**config.mk**
```make
export PLATFORM = sky130hd
export DESIGN_NAME = stage1_fetch
export DESIGN_NICKNAME = d
export VERILOG_FILES = /design/src/rtl/stage1_fetch.sv
export SDC_FILE = /design/constraint.sdc
export NUM_CORES = 1
export LEC_CHECK = 0
export BUFFER_PORTS_ARGS = -buffer_cell sky130_fd_sc_hd__buf_4
export CAP_MARGIN = 0
export CORE_MARGIN = 3
export CORE_UTILIZATION = 49
export CTS_CLUSTER_SIZE = 10
export DETAILED_ROUTE_END_ITERATION = 8
export PLACE_DENSITY = 0.72
export SKIP_CTS_REPAIR_TIMING = 1
export SYNTH_ARGS = -nofsm -noshare
export SYNTH_HDL_FRONTEND = slang
export SYNTH_HIERARCHICAL = 1
export SYNTH_SLANG_ARGS = --single-unit
```
**constraint.sdc**
```tcl
create_clock -name clk_i -period 6.3 [get_ports clk_i]
set_clock_uncertainty 0.2 [all_clocks]
set_input_delay 0.315 -clock clk_i [delete_from_list [all_inputs] [get_ports clk_i]]
set_output_delay 0.315 -clock clk_i [all_outputs]
set_load 0.01 [all_outputs]
```
**src/rtl/stage1_fetch.sv**
```systemverilog
// Purpose: generic synchronous FIFO with flush; head is read combinationally from storage.
// Latency: a push is visible at the head the cycle after it is written.
// Backpressure: the caller must not push when full unless it pops in the same cycle.
module stage1_fifo #(
  parameter int WIDTH = 64,
  parameter int DEPTH = 2
) (
  input  logic                         clk_i,
  input  logic                         rst_i,
  input  logic                         flush_i,
  input  logic                         push_i,
  input  logic [WIDTH-1:0]             push_dat_i,
  input  logic                         pop_i,
  output logic [WIDTH-1:0]             head_dat_o,
  output logic [$clog2(DEPTH+1)-1:0]   count_o
);
  localparam int AW = (DEPTH > 1) ? $clog2(DEPTH) : 1;
  localparam int CW = $clog2(DEPTH + 1);

  logic [WIDTH-1:0] mem_q [DEPTH];
  logic [AW-1:0]    wr_ptr_q;
  logic [AW-1:0]    rd_ptr_q;
  logic [CW-1:0]    count_q;

  // DEPTH is a power of two, so the pointers wrap naturally.
  always_ff @(posedge clk_i) begin
    if (rst_i || flush_i) begin
      wr_ptr_q <= '0;
      rd_ptr_q <= '0;
      count_q  <= '0;
    end else begin
      if (push_i) wr_ptr_q <= wr_ptr_q + AW'(1);
      if (pop_i)  rd_ptr_q <= rd_ptr_q + AW'(1);
      count_q <= count_q + CW'(push_i) - CW'(pop_i);
    end
  end

  always_ff @(posedge clk_i) begin
    if (push_i && !flush_i) mem_q[wr_ptr_q] <= push_dat_i;
  end

  assign head_dat_o = mem_q[rd_ptr_q];
  assign count_o    = count_q;
endmodule

// Purpose: fetch PC, single-outstanding imem requester, instruction buffer toward stage 2.
// Latency: with a 1-cycle memory the head is valid two cycles after the request; 1 instr/cycle sustained.
// Backpressure: new requests are issued only when the buffer will have room; redirect flushes.
module stage1_fetch #(
  parameter int              XLEN       = 32,
  parameter logic [XLEN-1:0] RESET_PC   = 32'h0000_0000,
  parameter int              FIFO_DEPTH = 2
) (
  input  logic            clk_i,
  input  logic            rst_i,
  input  logic            pc_src_s3_i,
  input  logic [XLEN-1:0] pc_target_s3_i,
  output logic            imem_req_o,
  output logic [XLEN-1:0] imem_addr_o,
  input  logic            imem_gnt_i,
  input  logic            imem_rvalid_i,
  input  logic [31:0]     imem_rdata_i,
  output logic            instr_valid_s1_o,
  input  logic            instr_ready_s2_i,
  output logic [31:0]     instr_s1_o,
  output logic [XLEN-1:0] pc_s1_o,
  output logic [XLEN-1:0] pc_plus4_s1_o
);
  localparam int FCW  = $clog2(FIFO_DEPTH + 1);
  localparam int FCW1 = FCW + 1;

  typedef struct packed {
    logic [XLEN-1:0] pc;
    logic [31:0]     instr;
  } fetch_entry_t;

  typedef enum logic [1:0] {
    S_FETCH = 2'd0,
    S_WAIT  = 2'd1,
    S_KILL  = 2'd2
  } state_t;

  state_t          state_q, state_d;
  logic [XLEN-1:0] pc_q, pc_d;
  logic [XLEN-1:0] req_pc_q, req_pc_d;
  logic            active_q;
  logic            fetch_req;
  logic            push;
  logic            pop;
  logic            space;
  logic [FCW-1:0]  fifo_count;
  logic [FCW1-1:0] count_after;
  fetch_entry_t    push_entry;
  fetch_entry_t    head_entry;
  logic            unused_target_lsbs;

  assign unused_target_lsbs = ^pc_target_s3_i[1:0];

  assign instr_valid_s1_o = (fifo_count != '0) && !pc_src_s3_i;
  assign pop              = instr_valid_s1_o && instr_ready_s2_i;
  assign push             = (state_q == S_WAIT) && imem_rvalid_i && !pc_src_s3_i;
  assign count_after      = {1'b0, fifo_count} + FCW1'(push) - FCW1'(pop);
  assign space            = count_after < FCW1'(FIFO_DEPTH);

  assign push_entry.pc    = req_pc_q;
  assign push_entry.instr = imem_rdata_i;

  // active_q keeps the request line low in the first cycle out of reset.
  always_comb begin
    state_d   = state_q;
    pc_d      = pc_q;
    req_pc_d  = req_pc_q;
    fetch_req = 1'b0;
    case (state_q)
      S_FETCH: begin
        fetch_req = active_q && space && !pc_src_s3_i;
        if (fetch_req && imem_gnt_i) begin
          req_pc_d = pc_q;
          pc_d     = pc_q + XLEN'(4);
          state_d  = S_WAIT;
        end
      end
      S_WAIT: begin
        if (imem_rvalid_i) begin
          fetch_req = space && !pc_src_s3_i;
          if (fetch_req && imem_gnt_i) begin
            req_pc_d = pc_q;
            pc_d     = pc_q + XLEN'(4);
          end else begin
            state_d = S_FETCH;
          end
        end
      end
      S_KILL: begin
        if (imem_rvalid_i) state_d = S_FETCH;
      end
      default: state_d = S_FETCH;
    endcase

    // A redirect overrides everything; an outstanding response not yet seen must be dropped later.
    if (pc_src_s3_i) begin
      pc_d = {pc_target_s3_i[XLEN-1:2], 2'b00};
      if (state_q == S_FETCH || imem_rvalid_i) state_d = S_FETCH;
      else                                     state_d = S_KILL;
    end
  end

  always_ff @(posedge clk_i) begin
    if (rst_i) begin
      state_q  <= S_FETCH;
      pc_q     <= RESET_PC;
      req_pc_q <= RESET_PC;
      active_q <= 1'b0;
    end else begin
      state_q  <= state_d;
      pc_q     <= pc_d;
      req_pc_q <= req_pc_d;
      active_q <= 1'b1;
    end
  end

  stage1_fifo #(
    .WIDTH ($bits(fetch_entry_t)),
    .DEPTH (FIFO_DEPTH)
  ) u_fifo (
    .clk_i      (clk_i),
    .rst_i      (rst_i),
    .flush_i    (pc_src_s3_i),
    .push_i     (push),
    .push_dat_i (push_entry),
    .pop_i      (pop),
    .head_dat_o (head_entry),
    .count_o    (fifo_count)
  );

  assign imem_req_o    = fetch_req;
  assign imem_addr_o   = pc_q;
  assign instr_s1_o    = head_entry.instr;
  assign pc_s1_o       = head_entry.pc;
  assign pc_plus4_s1_o = head_entry.pc + XLEN'(4);
endmodule

```
Yosys cells after proc, flatten, opt, wreduce, memory -nomap -nowiden
Memory sizes are Yosys's and may differ from the RTL's. A register that Yosys moved wholly into a read port is not among the register bits.
Cells that the tools add are included.
{"block": "word_totals", "reg_bits": 71, "ram_bits": 128, "input_bits": 70, "n_memories": 1}
{"block": "op_classes", "add_sub_neg": 8, "n_lt_le_gt_ge": 1, "n_eq_ne": 10, "n_mux": 23, "reduce_logical": 21}
{"memory": "u_fifo.mem_q", "words": 2, "word_bits": 64, "rd": 1, "rd_ports_with_merged_regs": 1, "write_ports": 1, "line_no": "20", "source": "logic [WIDTH-1:0] mem_q [DEPTH];"}
{"operator": "2-to-1 mux 32 bit", "count": 7}
{"operator": "case mux 32 bit (2 select lines)", "count": 2}
{"operator": "adder 32 x 3 -> 32 bit, second input constant", "count": 2}
{"operator": "2-to-1 mux 2 bit", "count": 6}
{"operator": "inequality test 3 bit, second input constant", "count": 4}
{"operator": "AND reduction 4 bit", "count": 3}
{"operator": "logical AND 1 bit", "count": 10}
{"operator": "2-to-1 mux 1 bit", "count": 6}
{"operator": "case mux 2 bit (3 select lines)", "count": 1}
{"operator": "inequality test 2 bit, second input constant", "count": 2}
{"operator": "nonzero test 2 bit", "count": 2}
{"operator": "adder 2 x 1 -> 3 bit", "count": 1}
{"operator": "< comparator 3 x 2 -> 1 bit, second input constant", "count": 1}
{"operator": "inequality test 3 x 2 -> 1 bit, second input constant", "count": 1}
{"operator": "nonzero test 3 bit", "count": 1}
{"operator": "subtractor 3 x 1 -> 3 bit", "count": 1}
{"operator": "adder 1 bit, second input constant", "count": 2}
{"operator": "adder 2 x 1 -> 2 bit", "count": 1}
{"operator": "equality test 2 x 1 -> 1 bit, second input constant", "count": 1}
{"operator": "equality test 2 bit, second input constant", "count": 1}
{"operator": "logical NOT 2 bit", "count": 1}
{"operator": "logical OR 1 bit", "count": 2}
{"operator": "inequality test 2 x 1 -> 1 bit, second input constant", "count": 1}
{"operator": "case mux 1 bit (2 select lines)", "count": 1}
{"operator": "3 further kinds", "count": 3}

Depth between registers and ports, before layout
{"block": "logic_depth", "word_depth": 12, "mapped_depth": 12, "mapped_depth_nobuf": 11}

Modules after synthesis
Netlist, hierarchy kept.
{"mod": "stage1_fifo", "n_inst": 1, "cells_each": 218, "area_per_inst_um2": 5137.4, "seq_area_each_um2": 3943.8}
{"mod": "stage1_fetch", "n_inst": 1, "cells_each": 467, "area_per_inst_um2": 3564.7, "seq_area_each_um2": 1261.2}

Least setup slack after synthesis
Ideal clock, no wire load.
{"block": "synth_path", "kind": "register to register", "start": "register state_q[1]", "end": "memory u_fifo.mem_q[0][0], enable pin", "setup_ns": 0.578, "arrival_ns": 5.583, "t_required_ns": 5.522, "path_slack_ns": -0.061, "stages_incl_launch_ff": 5, "path_buffers": 1, "period_less_slack_ns": 6.361, "cell_sequence": "dfxtp_1 > or2_0 > buf_2 > nor2_1 > nor3b_1"}
{"block": "synth_between", "elab_chain_cells": 6}
{"item": "from (decl)", "line_no": "83", "source": "state_t state_q, state_d;"}
{"item": "from (signal assigned)", "line_no": "155", "source": "state_q <= state_d;"}
{"item": "equality test 2 x 1 -> 1 bit", "line_no": "101", "source": "assign push = (state_q == S_WAIT) && imem_rvalid_i && !pc_src_s3_i;"}
{"item": "logical AND 1 bit (2 in series)", "line_no": "101"}
{"item": "named net push", "line_no": "88", "source": "logic push;"}
{"item": "logical AND 1 bit", "line_no": "39", "source": "if (push_i && !flush_i) mem_q[wr_ptr_q] <= push_dat_i;"}
{"item": "2-to-1 mux 1 bit", "line_no": "39"}
{"item": "2-to-1 mux 1 bit (not written as such)", "line_no": "39"}
{"item": "to (decl)", "line_no": "20"}
The timed path passes the listed nets, and every way through them passes these cells.

==> flow_summary_export.csv <==
group,metric,value,unit
die,ios,200,
sta,tightestPinTransition,0.812,ns
placed_design,gp_congestion,0.803,
power,vdd_drop_max,183,µV
grt,grt_max_degree,61,
final_layout,diodes,0,
worst_setup_path,required,5.78,ns
run_status,outcome,"finished, violations left",
job,drv_cap,0,
worst_setup_path,worst_path_max_delay_cell,"dfxtp_4",
grt,grt_pass1_wl,30.1,mm
grt,groute.usage.overall,19.2,%
route,via_count,6193,
sta,final.setup.tns,0,ns
worst_setup_path,criticalPathCategory,"reg2out",
route,drt_iter0_drc,312,
synthesis,synth_area,0.00870,mm²
sta,rsz0062_at_grt,"no",
worst_setup_path,crit_cells,7,
grt,antenna_found_initial,0,
placed_design,dpl.hpwl,13.3,mm
power,leakagePower,4.33,nW
final_layout,seqCellArea,0.00521,mm²
sta,whs,-0.0134,ns
worst_setup_path,worstSetupEndpointType,"primary output",
die,die_w,139,µm
route,drc,0,
final_layout,postLayoutCellArea,0.0114,mm²
worst_setup_path,path_delay_family,"simple AND/OR/NAND/NOR gates",
worst_setup_path,rr_worst_depth,11,
sta,drv_slew,0,
final_layout,drive_gt1_share,32.2,%
route,wire_per_inst,16.8,µm
final_layout,n_fill_cell,1333,
hold_path,whs_path_depth,3,
die,rows,48,
route,routed_wl,19.7,mm
worst_setup_path,crit_chain,"mux2_4 > and4_1 > nand4_1 > nor2_1 > nand2_1 > xnor2_1 > buf_4",
synthesis,synth.distinct_cells,53,
hold_path,min_path_type,"in2reg",
synthesis,ys.warnings.count,6,
final_layout,multi_input_area,0.00324,mm²
clock_network,cts_root_buf,"clkbuf_16",
die,die_height,139,µm
placed_design,io_buffers,195,
route,viasPerCell,5.29,
worst_setup_path,crit_fanout,31,
sta,setup_viol,0,
worst_setup_path,arrival,3.33,ns
synthesis,avgSynthCellArea,12.7,µm²
hold_path,hold_start,"pc_target_s3_i[16]",
clock_network,clockBufferDepth,2,
synthesis,syn_inst,685,
die,dieArea,0.0194,mm²
worst_setup_path,r2r-start,"u_fifo/count_o[1]$_SDFF_PP0_",
clock_network,clk_pin_slew_worst_paths,0.07,ns
synthesis,yosysTopAreaCell,"edfxtp_1",
sta,period_needed,3.85,ns
clock_network,cts_buffers,17,
placed_design,placed_cell_area,0.0103,mm²
power,power_density,228,mW/mm²
worst_setup_path,cp-start-kind,"flop",
final_layout,nets,1008,
worst_setup_path,cp_slowest_stage_delay,0.75,ns
worst_setup_path,path_buf_inv,1,
synthesis,synth_top_area_share,44.2,%
sta,hold_viol,2,
die,start_util,50.1,%
synthesis,seq_area_frac_synth,59.8,%
synthesis,synthTopCellsByArea,"edfxtp_1 44%, dfxtp_1 16%, mux2_4 10%",
sta,max_freq,260,MHz
sta,post-route-period-util,61.1,%
die,core_region_area,0.0174,mm²
grt,grt_pass1_vias,5799,
route,detail_route.first_pass.iterations,4,
sta,relSlewSlack,45.7,%
clock_network,worstSkewPairLatency,0.42,ns
clock_network,htree_levels,4,
route,final_antenna_net_count,0,
synthesis,synth_seq_cells,196,
clock_network,clock_sinks,196,
grt,grt-ovfl-total,0,
run_status,violations,"negative hold slack",
clock_network,tritoncts,"yes",
final_layout,layout-area-overhead-vs-synth,30.8,%
through the flow:
step / setup WS (ns) / hold slack [ns] / util [%] / power, mW / cells
after floorplan: 2.22 / 0.190 / - / 1.50 / 690
after global placement: 2.53 / 0.230 / 59.3 / 1.58 / 1084
after detailed placement: 2.49 / 0.238 / 59.3 / 1.59 / 1084
after CTS: 2.42 / -0.154 / 62.5 / 2.59 / 1116
after global routing: 2.11 / 0.00673 / 65.6 / 2.70 / 1170
final: 2.45 / -0.0134 / 65.6 / 2.60 / 1170
cell type report:
class	count	share of cell area, %
Sequential cell	196	45.8
Multi-Input combinational cell	450	28.5
Timing Repair Buffer	255	18.0
Clock buffer	18	3.86
Tap cell	225	2.47
Clock inverter	14	1.06
Inverter	12	0.396
cell usage after synthesis (all sizes together):
cell	number
xnor2	36
o2111ai	1
and2	8
a311oi	4
a211oi	14
and4	6
o21ai	8
or4	6
dfxtp	68
o211ai	2
a22oi	1
nor2	37
a32o	1
edfxtp	128
o31ai	2
o31a	1
nand2	96
ha	5
fa	1
inv	12
o311a	1
buf	16
conb	1
a21oi	32
or2	2
or3	4
nor4	11
nor3	18
and3	6
mux2	65
and3b	1
nand2b	1
mux2i	6
nand4b	1
clkbuf	16
xor2	11
a31oi	1
a2bb2oi	1
a32oi	4
nor3b	2
nand3	27
xnor3	1
nand4	20
power by group:
part           internal (mW)  switching [mW]  leakage, nW
combinational         0.0947          0.0779         2.30
sequential              1.38          0.0328         1.75
clock                  0.528           0.480        0.278
layer usage:
layer / routed length (µm) / GRT usage [%]
met2: 9330 / 30.9
met3: 1340 / 5.57
met4: 282 / 5.20
met5: 0 / 0
met1: 8710 / 25.8
placed cells by master, fill, tap and decap left out, drive strengths merged, types with 20 or more instances in the layout:
| cell type | synthesis | layout |
|---|---|---|
| nor2 | 37 | 37 |
| mux2 | 65 | 65 |
| dlygate4sd3 | 0 | 54 |
| nand2 | 96 | 96 |
| a21oi | 32 | 32 |
| buf | 16 | 201 |
| edfxtp | 128 | 128 |
| nand4 | 20 | 20 |
| xnor2 | 36 | 36 |
| dfxtp | 68 | 68 |
| nand3 | 27 | 27 |
registers in the layout (all words and copies together), names as in the netlist, named ones only:
register,count
u_fifo/rd_ptr_q,1
u_fifo/wr_ptr_q,1
imem_addr_o,30
active_q,1
state_q,2
u_fifo/mem_q,128
u_fifo/count_o,2
req_pc_q,30
cells by family (layout without fill, tap and decap cells):
group | after synthesis | count (layout) | share of synthesized area, %
AND/OR/NAND/NOR | 246 | 246 | 13.9
flip-flops | 196 | 196 | 59.8
AO/OA/AOI/OAI | 73 | 73 | 5.35
multiplexers | 71 | 71 | 11.7
XOR/XNOR | 48 | 48 | 4.99
buffers and inverters | 44 | 299 | 3.31
adder cells (fa/ha/maj) | 6 | 6 | 0.949
other | 1 | 6 | 0.0431
worst min-delay path, delay by kind of cell:
family	cells	cell delay, ns
buffers and inverters	1	0.12
AND/OR/NAND/NOR	1	0.08
AO/OA/AOI/OAI	1	0.05
path summary, 6_finish.rpt:
path | end | slack, ns
setup / recovery | pc_plus4_s1_o[17] | 2.45
setup reg to reg | imem_addr_o[30]$_SDFFE_PP0P_ | 2.47
hold / removal | imem_addr_o[16]$_SDFFE_PP0P_ | -0.01
hold reg to reg | u_fifo/mem_q[1][43]$_DFFE_PP_ | 0.25
No activity file was read; power rests on OpenSTA's default activity.
